## config.mk

```make
export PLATFORM = sky130hd
export DESIGN_NAME = dct_1d_stream_flat
export DESIGN_NICKNAME = d
export VERILOG_FILES = /design/src/rtl/dct_1d_stream_if.sv /design/src/rtl/dct_1d_stream.sv /design/src/flat_wrapper.sv
export SDC_FILE = /design/constraint.sdc
export NUM_CORES = 1
export LEC_CHECK = 0
export CORE_MARGIN = 2
export CORE_UTILIZATION = 40
export CTS_CLUSTER_SIZE = 10
export DETAILED_ROUTE_END_ITERATION = 10
export PLACE_DENSITY = 0.69
export SETUP_SLACK_MARGIN = 0.3
export SLEW_MARGIN = 20
export SYNTH_ARGS = -nofsm -noshare
export SYNTH_HDL_FRONTEND = slang
export SYNTH_SLANG_ARGS = --single-unit
```

## constraint.sdc

```tcl
create_clock -name clk_i -period 8.75 [get_ports clk_i]
set_input_delay 1.75 -clock clk_i [delete_from_list [all_inputs] [get_ports clk_i]]
set_output_delay 1.75 -clock clk_i [all_outputs]
set_load 0.05 [all_outputs]
```

## src/rtl/dct_1d_stream_if.sv

```systemverilog
// Sample-in / coefficient-out stream bundle for dct_1d_stream.
// master drives samples and out_ready; slave is the transform block.
interface dct_1d_stream_if #(
  parameter int unsigned DATA_W = 8,
  parameter int unsigned OUT_W  = 12
);
  logic [DATA_W-1:0]       in_data;
  logic                    in_valid;
  logic                    in_ready;
  logic signed [OUT_W-1:0] out_data;
  logic [2:0]              out_index;
  logic                    out_last;
  logic                    out_valid;
  logic                    out_ready;

  modport master (
    output in_data, in_valid, out_ready,
    input  in_ready, out_data, out_index, out_last, out_valid
  );

  modport slave (
    input  in_data, in_valid, out_ready,
    output in_ready, out_data, out_index, out_last, out_valid
  );
endinterface

```

## src/rtl/dct_1d_stream.sv

```systemverilog
// Streaming 8-point orthonormal DCT-II: buffers 8 samples, then runs one
// time-shared MAC per coefficient and hands X0..X7 out with backpressure.
module dct_1d_stream #(
  parameter int unsigned DATA_W      = 8,
  parameter int unsigned COEF_W      = 14,
  parameter int unsigned OUT_W       = 12,
  parameter bit          LEVEL_SHIFT = 1'b1
) (
  input logic             clk_i,
  input logic             reset_i,
  input logic             en_i,
  dct_1d_stream_if.slave  strm_io
);
  localparam int unsigned SAMP_W    = DATA_W + 1;
  localparam int unsigned PROD_W    = SAMP_W + COEF_W;
  localparam int unsigned ACC_W     = DATA_W + COEF_W + 4;
  localparam int unsigned HalfRange = 1 << (DATA_W - 1);
  localparam int          OutMaxI   = (1 << (OUT_W - 1)) - 1;
  localparam int          OutMinI   = -(1 << (OUT_W - 1));
  localparam logic signed [ACC_W-1:0] RoundAdd = ACC_W'(1 << (COEF_W - 2));

  typedef enum logic [1:0] {StLoad, StCalc, StEmit} state_e;

  // Elaboration-time ROM value, rounded half away from zero.
  function automatic int coef_calc(input int k, input int n);
    real ck;
    real v;
    ck = (k == 0) ? 1.0 / $sqrt(2.0) : 1.0;
    v  = 0.5 * ck * $cos(real'((2 * n + 1) * k) * 3.14159265358979323846 / 16.0)
         * (2.0 ** (COEF_W - 1));
    if (v >= 0.0) return int'($floor(v + 0.5));
    return -int'($floor(-v + 0.5));
  endfunction

  logic signed [COEF_W-1:0] coef_rom [64];
  for (genvar gi = 0; gi < 64; gi++) begin : g_rom
    localparam int CoefVal = coef_calc(gi / 8, gi % 8);
    assign coef_rom[gi] = COEF_W'(CoefVal);
  end

  state_e                   state_q, state_d;
  logic [2:0]               cnt_q, cnt_d, k_q, k_d, n_q, n_d;
  logic signed [ACC_W-1:0]  acc_q, acc_d;
  logic signed [OUT_W-1:0]  out_data_q, out_data_d;
  logic [2:0]               out_index_q, out_index_d;
  logic                     out_last_q, out_last_d;
  logic signed [SAMP_W-1:0] buf_q [8];
  logic                     buf_we;

  logic signed [SAMP_W-1:0] samp_shifted;
  logic signed [PROD_W-1:0] prod;
  logic signed [ACC_W-1:0]  sum, rnd;
  logic signed [OUT_W-1:0]  sat;
  logic                     accept;

  always_comb begin
    if (LEVEL_SHIFT) samp_shifted = $signed({1'b0, strm_io.in_data} - SAMP_W'(HalfRange));
    else             samp_shifted = $signed({strm_io.in_data[DATA_W-1], strm_io.in_data});
  end

  assign prod = PROD_W'(buf_q[n_q]) * PROD_W'(coef_rom[{k_q, n_q}]);
  assign sum  = acc_q + ACC_W'(prod);
  assign rnd  = (sum + RoundAdd) >>> (COEF_W - 1);

  always_comb begin
    if (rnd > ACC_W'(OutMaxI))      sat = OUT_W'(OutMaxI);
    else if (rnd < ACC_W'(OutMinI)) sat = OUT_W'(OutMinI);
    else                            sat = rnd[OUT_W-1:0];
  end

  // Reset also gates ready so nothing is taken while the block is being cleared.
  assign strm_io.in_ready  = en_i && !reset_i && (state_q == StLoad);
  assign strm_io.out_valid = en_i && (state_q == StEmit);
  assign strm_io.out_data  = out_data_q;
  assign strm_io.out_index = out_index_q;
  assign strm_io.out_last  = out_last_q;
  assign accept            = strm_io.in_valid && strm_io.in_ready;

  always_comb begin
    state_d     = state_q;
    cnt_d       = cnt_q;
    k_d         = k_q;
    n_d         = n_q;
    acc_d       = acc_q;
    out_data_d  = out_data_q;
    out_index_d = out_index_q;
    out_last_d  = out_last_q;
    buf_we      = 1'b0;
    unique case (state_q)
      StLoad: begin
        if (accept) begin
          buf_we = 1'b1;
          cnt_d  = cnt_q + 3'd1;
          if (cnt_q == 3'd7) begin
            state_d = StCalc;
            k_d     = 3'd0;
            n_d     = 3'd0;
            acc_d   = '0;
          end
        end
      end
      StCalc: begin
        acc_d = sum;
        n_d   = n_q + 3'd1;
        if (n_q == 3'd7) begin
          out_data_d  = sat;
          out_index_d = k_q;
          out_last_d  = (k_q == 3'd7);
          state_d     = StEmit;
        end
      end
      StEmit: begin
        if (strm_io.out_ready) begin
          if (k_q == 3'd7) begin
            state_d = StLoad;
            k_d     = 3'd0;
          end else begin
            state_d = StCalc;
            k_d     = k_q + 3'd1;
            n_d     = 3'd0;
            acc_d   = '0;
          end
        end
      end
      default: state_d = StLoad;
    endcase
  end

  always_ff @(posedge clk_i or posedge reset_i) begin
    if (reset_i) begin
      state_q     <= StLoad;
      cnt_q       <= '0;
      k_q         <= '0;
      n_q         <= '0;
      acc_q       <= '0;
      out_data_q  <= '0;
      out_index_q <= '0;
      out_last_q  <= 1'b0;
    end else if (en_i) begin
      state_q     <= state_d;
      cnt_q       <= cnt_d;
      k_q         <= k_d;
      n_q         <= n_d;
      acc_q       <= acc_d;
      out_data_q  <= out_data_d;
      out_index_q <= out_index_d;
      out_last_q  <= out_last_d;
    end
  end

  // Sample store needs no reset: the counter restarting at 0 discards old contents.
  always_ff @(posedge clk_i) begin
    if (buf_we) buf_q[cnt_q] <= samp_shifted;
  end
endmodule

```

## src/flat_wrapper.sv

```systemverilog
// flat-port wrapper written by rule: the top's interface ports become plain ports
module dct_1d_stream_flat 
#(
  parameter int unsigned DATA_W      = 8,
  parameter int unsigned COEF_W      = 14,
  parameter int unsigned OUT_W       = 12,
  parameter bit          LEVEL_SHIFT = 1'b1
)
  (clk_i, reset_i, en_i, strm_io_in_data, strm_io_in_valid, strm_io_out_ready, strm_io_in_ready, strm_io_out_data, strm_io_out_index, strm_io_out_last, strm_io_out_valid);
  dct_1d_stream_if #(.DATA_W(DATA_W), .OUT_W(OUT_W)) strm_io_i ();
  input logic clk_i;
  input logic reset_i;
  input logic en_i;
  input wire logic [$bits(strm_io_i.in_data)-1:0] strm_io_in_data;
  input wire logic [$bits(strm_io_i.in_valid)-1:0] strm_io_in_valid;
  input wire logic [$bits(strm_io_i.out_ready)-1:0] strm_io_out_ready;
  output wire logic [$bits(strm_io_i.in_ready)-1:0] strm_io_in_ready;
  output wire logic [$bits(strm_io_i.out_data)-1:0] strm_io_out_data;
  output wire logic [$bits(strm_io_i.out_index)-1:0] strm_io_out_index;
  output wire logic [$bits(strm_io_i.out_last)-1:0] strm_io_out_last;
  output wire logic [$bits(strm_io_i.out_valid)-1:0] strm_io_out_valid;
  assign strm_io_i.in_data = strm_io_in_data;
  assign strm_io_i.in_valid = strm_io_in_valid;
  assign strm_io_i.out_ready = strm_io_out_ready;
  assign strm_io_in_ready = strm_io_i.in_ready;
  assign strm_io_out_data = strm_io_i.out_data;
  assign strm_io_out_index = strm_io_i.out_index;
  assign strm_io_out_last = strm_io_i.out_last;
  assign strm_io_out_valid = strm_io_i.out_valid;
  dct_1d_stream #(.DATA_W(DATA_W), .COEF_W(COEF_W), .OUT_W(OUT_W), .LEVEL_SHIFT(LEVEL_SHIFT)) u_core (.clk_i(clk_i), .reset_i(reset_i), .en_i(en_i), .strm_io(strm_io_i));
endmodule
```

==> qor.txt, run 1 <==
post-synthesis sequential area ratio -> 28.3%
Die Span X -> 173 um
CP delay by family, top -> adder cells
asr flop ratio synth -> 45.3%
share of layout cells above drive strength 1 -> 11.3%
Initial Util -> 40.9%
met3 usage -> 3.84%
clock period minus worst slack -> 8.04 ns
top post-synthesis cells by area -> fa_1 (22%), edfxtp_1 (17%), dfrtp_1 (12%), ha_1 (8.5%), inv_1 (5.5%)
GR Util met1 -> 24.9%
Yosys top cell by area -> fa_1
CP Launch Type -> register
Max Slew Vio Count -> 0
area grow syn2layout -> 14.3%
H-tree lvl count -> 4
die height -> 173 um
CTS root buf -> clkbuf_16
status -> completed
HPWL after DPL -> 20000 um
RSZ-0062 raised after global routing -> false
Crit path top cell by count -> fa_1
clock sink count -> 117
largest net degree at the start of global routing -> 54
count leader, synth -> inv_1
Synth top cells by count -> inv_1 (169), nand2_1 (154), fa_1 (127)
drc violations -> 0
CP max-delay cell -> fa_1
syn_area_per_cell -> 9.83 um^2
Syn Nets -> 1385
CP bufs+invs -> 6
HP Class -> reg -> reg
HP Start -> u_core.strm_io.out_data[11]
1st-pass router iterations -> 7
first-pass GRT wire length -> 45500 um
Vias -> 8699
top_reg_cell synth -> edfxtp_1
arrival time at the worst endpoint -> 8.34 ns
Ys Warns -> 0
Routed WL per cell -> 17.0 um
vias in the first global route -> 8937
critical path required time -> 9.05 ns
period utilisation layout -> 91.9%
final wirelength -> 27200 um
met2 Use GR -> 30.9%
Core Box Area -> 28000 um^2
EDFF count, synth -> 64
worst-case clock buffer depth -> 2
final hold viol count -> 0
Setup violations, final -> 0
Setup TNS -> 0 ns
Synth cell types -> 74
CP Launch Point -> u_core.n_q[0]
CP max FO -> 9
Die Area -> 30000 um^2
initial antenna violation count -> 0
most used routing layer -> met2
area occupied by multi-input gates -> 7530 um^2
Synth top area share -> 22.2%
CTS tree -> yes
post-cts hold buffer count -> 0
1st-iter DRT viols -> 766
Critical Path Max Stage Delay -> 0.55 ns
Least-Margin Pin Slew -> 1.07 ns
nets -> 1430
synthesized area -> 11500 um^2
number of fill cells -> 2611
Clock transition at path regs -> 0.07 ns
gr usage total -> 18.9%
Reg area -> 3250 um^2
post-route ant nets -> 0
TritonCTS Buffers -> 17
FF-to-FF Start -> u_core.n_q[0]
clock skew -> 0.0147 ns
Worst-Skew Late Latency -> 0.43 ns
Setup CP Type -> reg -> reg
total of max-cap violations -> 0
Synth Instances -> 1167
vias per cell -> 5.43
grt ovf -> 0
# rows -> 61
n_diodes -> 0
io pins -> 31
flops & latches, synth -> 117
CP Capture Type -> register
Port Buf Inserts -> 30
reg-to-reg slack, setup -> 0.71 ns
Slew HR -> 28.3%
Highest Clock Rate -> 0.124 GHz
RD Place Congestion -> 0.939
==> cell type report <==
| cell class | instances | share of cell area [%] |
|---|---|---|
| repair buffers | 72 | 4.73 |
| well taps | 378 | 3.61 |
| multi-input cells | 834 | 57.4 |
| clock inverters | 14 | 1.28 |
| inverters | 170 | 4.87 |
| clock buffers | 18 | 3.28 |
| flip-flops and latches | 117 | 24.8 |
==> flip-flops by register name, summed over array words and instances (netlist names) <==
register and flops:
u_core.n_q 3, u_core.acc_q 26, u_core.state_q 2, u_core.strm_io.out_last 1, u_core.k_q 3, u_core.strm_io.out_data 12, u_core.cnt_q 3, u_core.buf_q 64
u_core.strm_io.out_index 3
==> cell usage in the layout (no fill, tap or decap), drive strengths merged, types with 25 or more instances in the layout <==
cell type	n
o21ai	52
fa	127
dfrtp	53
a21oi	44
xnor2	25
buf	42
ha	78
inv	175
edfxtp	64
clkdlybuf4s50	30
nand2	155
nor2	86
==> worst paths after layout <==
path	to	cells past startpoint
worst max-delay path	u_core.strm_io.out_data[10]	30
worst min-delay path	u_core.strm_io.out_data[11]	2
worst max register to register	u_core.strm_io.out_data[10]	30
worst min register to register	u_core.strm_io.out_data[11]	2
max in group asynchronous	u_core.n_q[0]	3
min in group asynchronous	u_core.k_q[2]	3
==> per-stage QoR <==
step	setup WS (ns)	cell area (um^2)	util (%)	hold WS [ns]	instances
after global placement	0.396	12300	44.0	0.467	1562
final	0.711	13100	46.8	0.489	1603
after detailed placement	0.265	12300	44.0	0.463	1562
after CTS	0.304	12900	46.2	0.492	1594
after global routing	0.192	13100	46.8	0.521	1603
after floorplan	0.426	11500	-	0.449	1167
==> metal layers <==
| layer | routed length (um) | part of all wire, % | vias to the layer above |
|---|---|---|---|
| li1 | - | - | 4013 |
| met1 | 11500 | 42 | 4307 |
| met2 | 12900 | 47 | 325 |
| met3 | 1930 | 7.1 | 54 |
| met4 | 800 | 2.9 | 0 |
| met5 | 0 | 0 | - |
==> logic make-up (layout without fill, tap and decap cells) <==
family          count (synthesis)  after routing  synth area share (%)
fa+ha+maj                     205            205                  30.7
flops                         117            117                  28.3
simple gates                  359            359                  14.4
compound gates                205            205                  12.2
xor+xnor                       35             35                  2.74
mux                            30             30                  4.44
buf+inv                       216            274                  7.17
==> worst min-delay path, delay by kind of cell (launching register included) <==
kind,cells,cell delay [ns]
flip-flops,1,0.35
AO/OA/AOI/OAI,1,0.06
AND/OR/NAND/NOR,1,0.04
==> what timing repair did <==
action                     4_1_cts  5_1_grt
setup endpoints to repair       10       12
resized for setup                3       22
setup buffers                    0        9
pin swaps                        0        5
Power of run 1 is left out: the tool's default activity adds up to more than one toggle a clock period on the data nets, which glitch-free logic cannot reach.
==> run 2, diff against run 1 <==
--- a/config.mk
+++ b/config.mk
@@ -12,3 +12,3 @@
 export PLACE_DENSITY = 0.69
-export SETUP_SLACK_MARGIN = 0.3
+export SETUP_SLACK_MARGIN = 0.1
 export SLEW_MARGIN = 20
==> constraint.sdc (replaced) <==
create_clock -name clk_i -period 8.75 [get_ports clk_i]
set_input_delay 1.3125 -clock clk_i [delete_from_list [all_inputs] [get_ports clk_i]]
set_output_delay 1.3125 -clock clk_i [all_outputs]
set_load 0.05 [all_outputs]
==> qor.txt, run 2 (synthesis gave the netlist of run 1 again) <==
CP max FO -> 11 (+2)
die height -> 173 um (unchanged)
CP Capture Type -> register
Initial Util -> 40.9% (unchanged)
Core Box Area -> 28000 um^2 (unchanged)
Worst-Skew Late Latency -> 0.43 ns (about the same)
1st-pass router iterations -> 7 (unchanged)
Setup CP Type -> reg -> reg
1st-iter DRT viols -> 828 (+8.1%)
share of layout cells above drive strength 1 -> 10.3% (-1.1 points)
Crit path top cell by count -> fa_1
largest net degree at the start of global routing -> 54 (unchanged)
CTS tree -> yes
Routed WL per cell -> 16.9 um (about the same)
clock period minus worst slack -> 8.18 ns (+0.139 ns)
Setup TNS -> 0 ns (unchanged)
worst-case clock buffer depth -> 2 (unchanged)
# rows -> 61 (unchanged)
Clock transition at path regs -> 0.07 ns (about the same)
final hold viol count -> 0 (unchanged)
gr usage total -> 18.9% (about the same)
HP Class -> reg -> reg
vias per cell -> 5.39 (-0.69%)
Port Buf Inserts -> 30 (unchanged)
number of fill cells -> 2613 (+0.077%)
critical path required time -> 9.05 ns (about the same)
Vias -> 8607 (-1.1%)
total of max-cap violations -> 0 (unchanged)
CP Launch Type -> register
drc violations -> 0 (unchanged)
initial antenna violation count -> 0 (unchanged)
CTS root buf -> clkbuf_16
Max Slew Vio Count -> 0 (unchanged)
first-pass GRT wire length -> 45400 um (-0.11%)
clock skew -> 0.0150 ns (+0.000275 ns)
RSZ-0062 raised after global routing -> false
Die Span X -> 173 um (unchanged)
Highest Clock Rate -> 0.122 GHz (-1.7%)
Least-Margin Pin Slew -> 1.09 ns (+0.0165 ns)
final wirelength -> 27100 um (-0.43%)
grt ovf -> 0 (unchanged)
Setup violations, final -> 0 (unchanged)
RD Place Congestion -> 0.939 (unchanged)
H-tree lvl count -> 4 (unchanged)
post-cts hold buffer count -> 0 (unchanged)
period utilisation layout -> 93.5% (+1.6 points)
HPWL after DPL -> 20000 um (unchanged)
clock sink count -> 117 (unchanged)
most common cell after layout, fill and taps aside -> inv_1
io pins -> 31 (unchanged)
Critical Path Max Stage Delay -> 0.56 ns (about the same)
area grow syn2layout -> 13.6%
status -> completed
Slew HR -> 27.2% (-1.1 points)
nets -> 1424 (-0.42%)
Top reg by flops -> u_core.buf_q
CP max-delay cell -> fa_1
vias in the first global route -> 8918 (-0.21%)
most frequent cells in the layout -> inv_1 (168), nand2_1 (154), fa_1 (127)
max reg flops -> 64 (unchanged)
TritonCTS Buffers -> 17 (unchanged)
Die Area -> 30000 um^2 (unchanged)
post-route ant nets -> 0 (unchanged)
n_diodes -> 0 (unchanged)
arrival time at the worst endpoint -> 8.48 ns (+0.14 ns)
[run 2: cell count changes in the layout (fill, tap and decap cells not counted), sizes merged]
cell and change:
buf -6
[run 2: repair_timing]
action | CTS | global route
buffers inserted | 0 | 3
resized for setup | 0 | 14
hold endpoints to repair | 0 | 0
endpoints found under the setup margin | 0 | 12
[run 2: final timing paths]
kind	from	end	slack, ns	cells past startpoint
setup / recovery	u_core.n_q[0]	u_core.strm_io.out_data[10]	0.57	30
hold / removal	u_core.strm_io.out_data[11]	u_core.strm_io.out_data[11]	0.49	2
setup reg to reg	u_core.n_q[0]	u_core.strm_io.out_data[10]	0.57	30
hold reg to reg	u_core.strm_io.out_data[11]	u_core.strm_io.out_data[11]	0.49	2
max in group asynchronous	reset_i	u_core.n_q[0]	6.74	3
min in group asynchronous	reset_i	u_core.k_q[2]	1.47	3
[run 2: final cells by class]
class,instances,area [um^2],share of cell area [%]
clock buffers,18,429,3.30
clock inverters,14,168,1.29
inverters,170,638,4.90
multi-input cells,834,7490,57.6
flip-flops and latches,117,3250,25.0
well taps,378,473,3.63
repair buffers,66,571,4.38
[run 2: routing by layer]
metal  up-vias  share of wire [%]  track usage, %
li1       4000                  -               -
met1      4245                 42            24.9
met2       309                 48            30.9
met3        53                7.4            3.97
met4         0                2.9            6.92
met5         -                  0               0
[run 2: per-stage QoR]
stage | instance area, um^2 | hold WS, ns | setup WS (ns) | utilization [%] | instances
finish | 13000 | 0.490 | 0.573 | 46.5 | 1597
global route | 13000 | 0.521 | 0.0823 | 46.5 | 1597
global placement | 12300 | 0.467 | 0.396 | 44.0 | 1562
detailed placement | 12300 | 0.463 | 0.265 | 44.0 | 1562
CTS | 12900 | 0.492 | 0.208 | 46.2 | 1594
floorplan | 11500 | 0.449 | 0.426 | - | 1167
[run 2: critical path, delay by kind of cell, from the launching register on]
family                   cells  cell delay (ns)
adder cells (fa/ha/maj)      7             3.31
AO/OA/AOI/OAI                9             1.86
AND/OR/NAND/NOR              6             1.08
buffers and inverters        6             0.72
flip-flops                   1             0.46
XOR/XNOR                     1             0.35
multiplexers                 1             0.27
Power of run 2 is left out for the same reason.
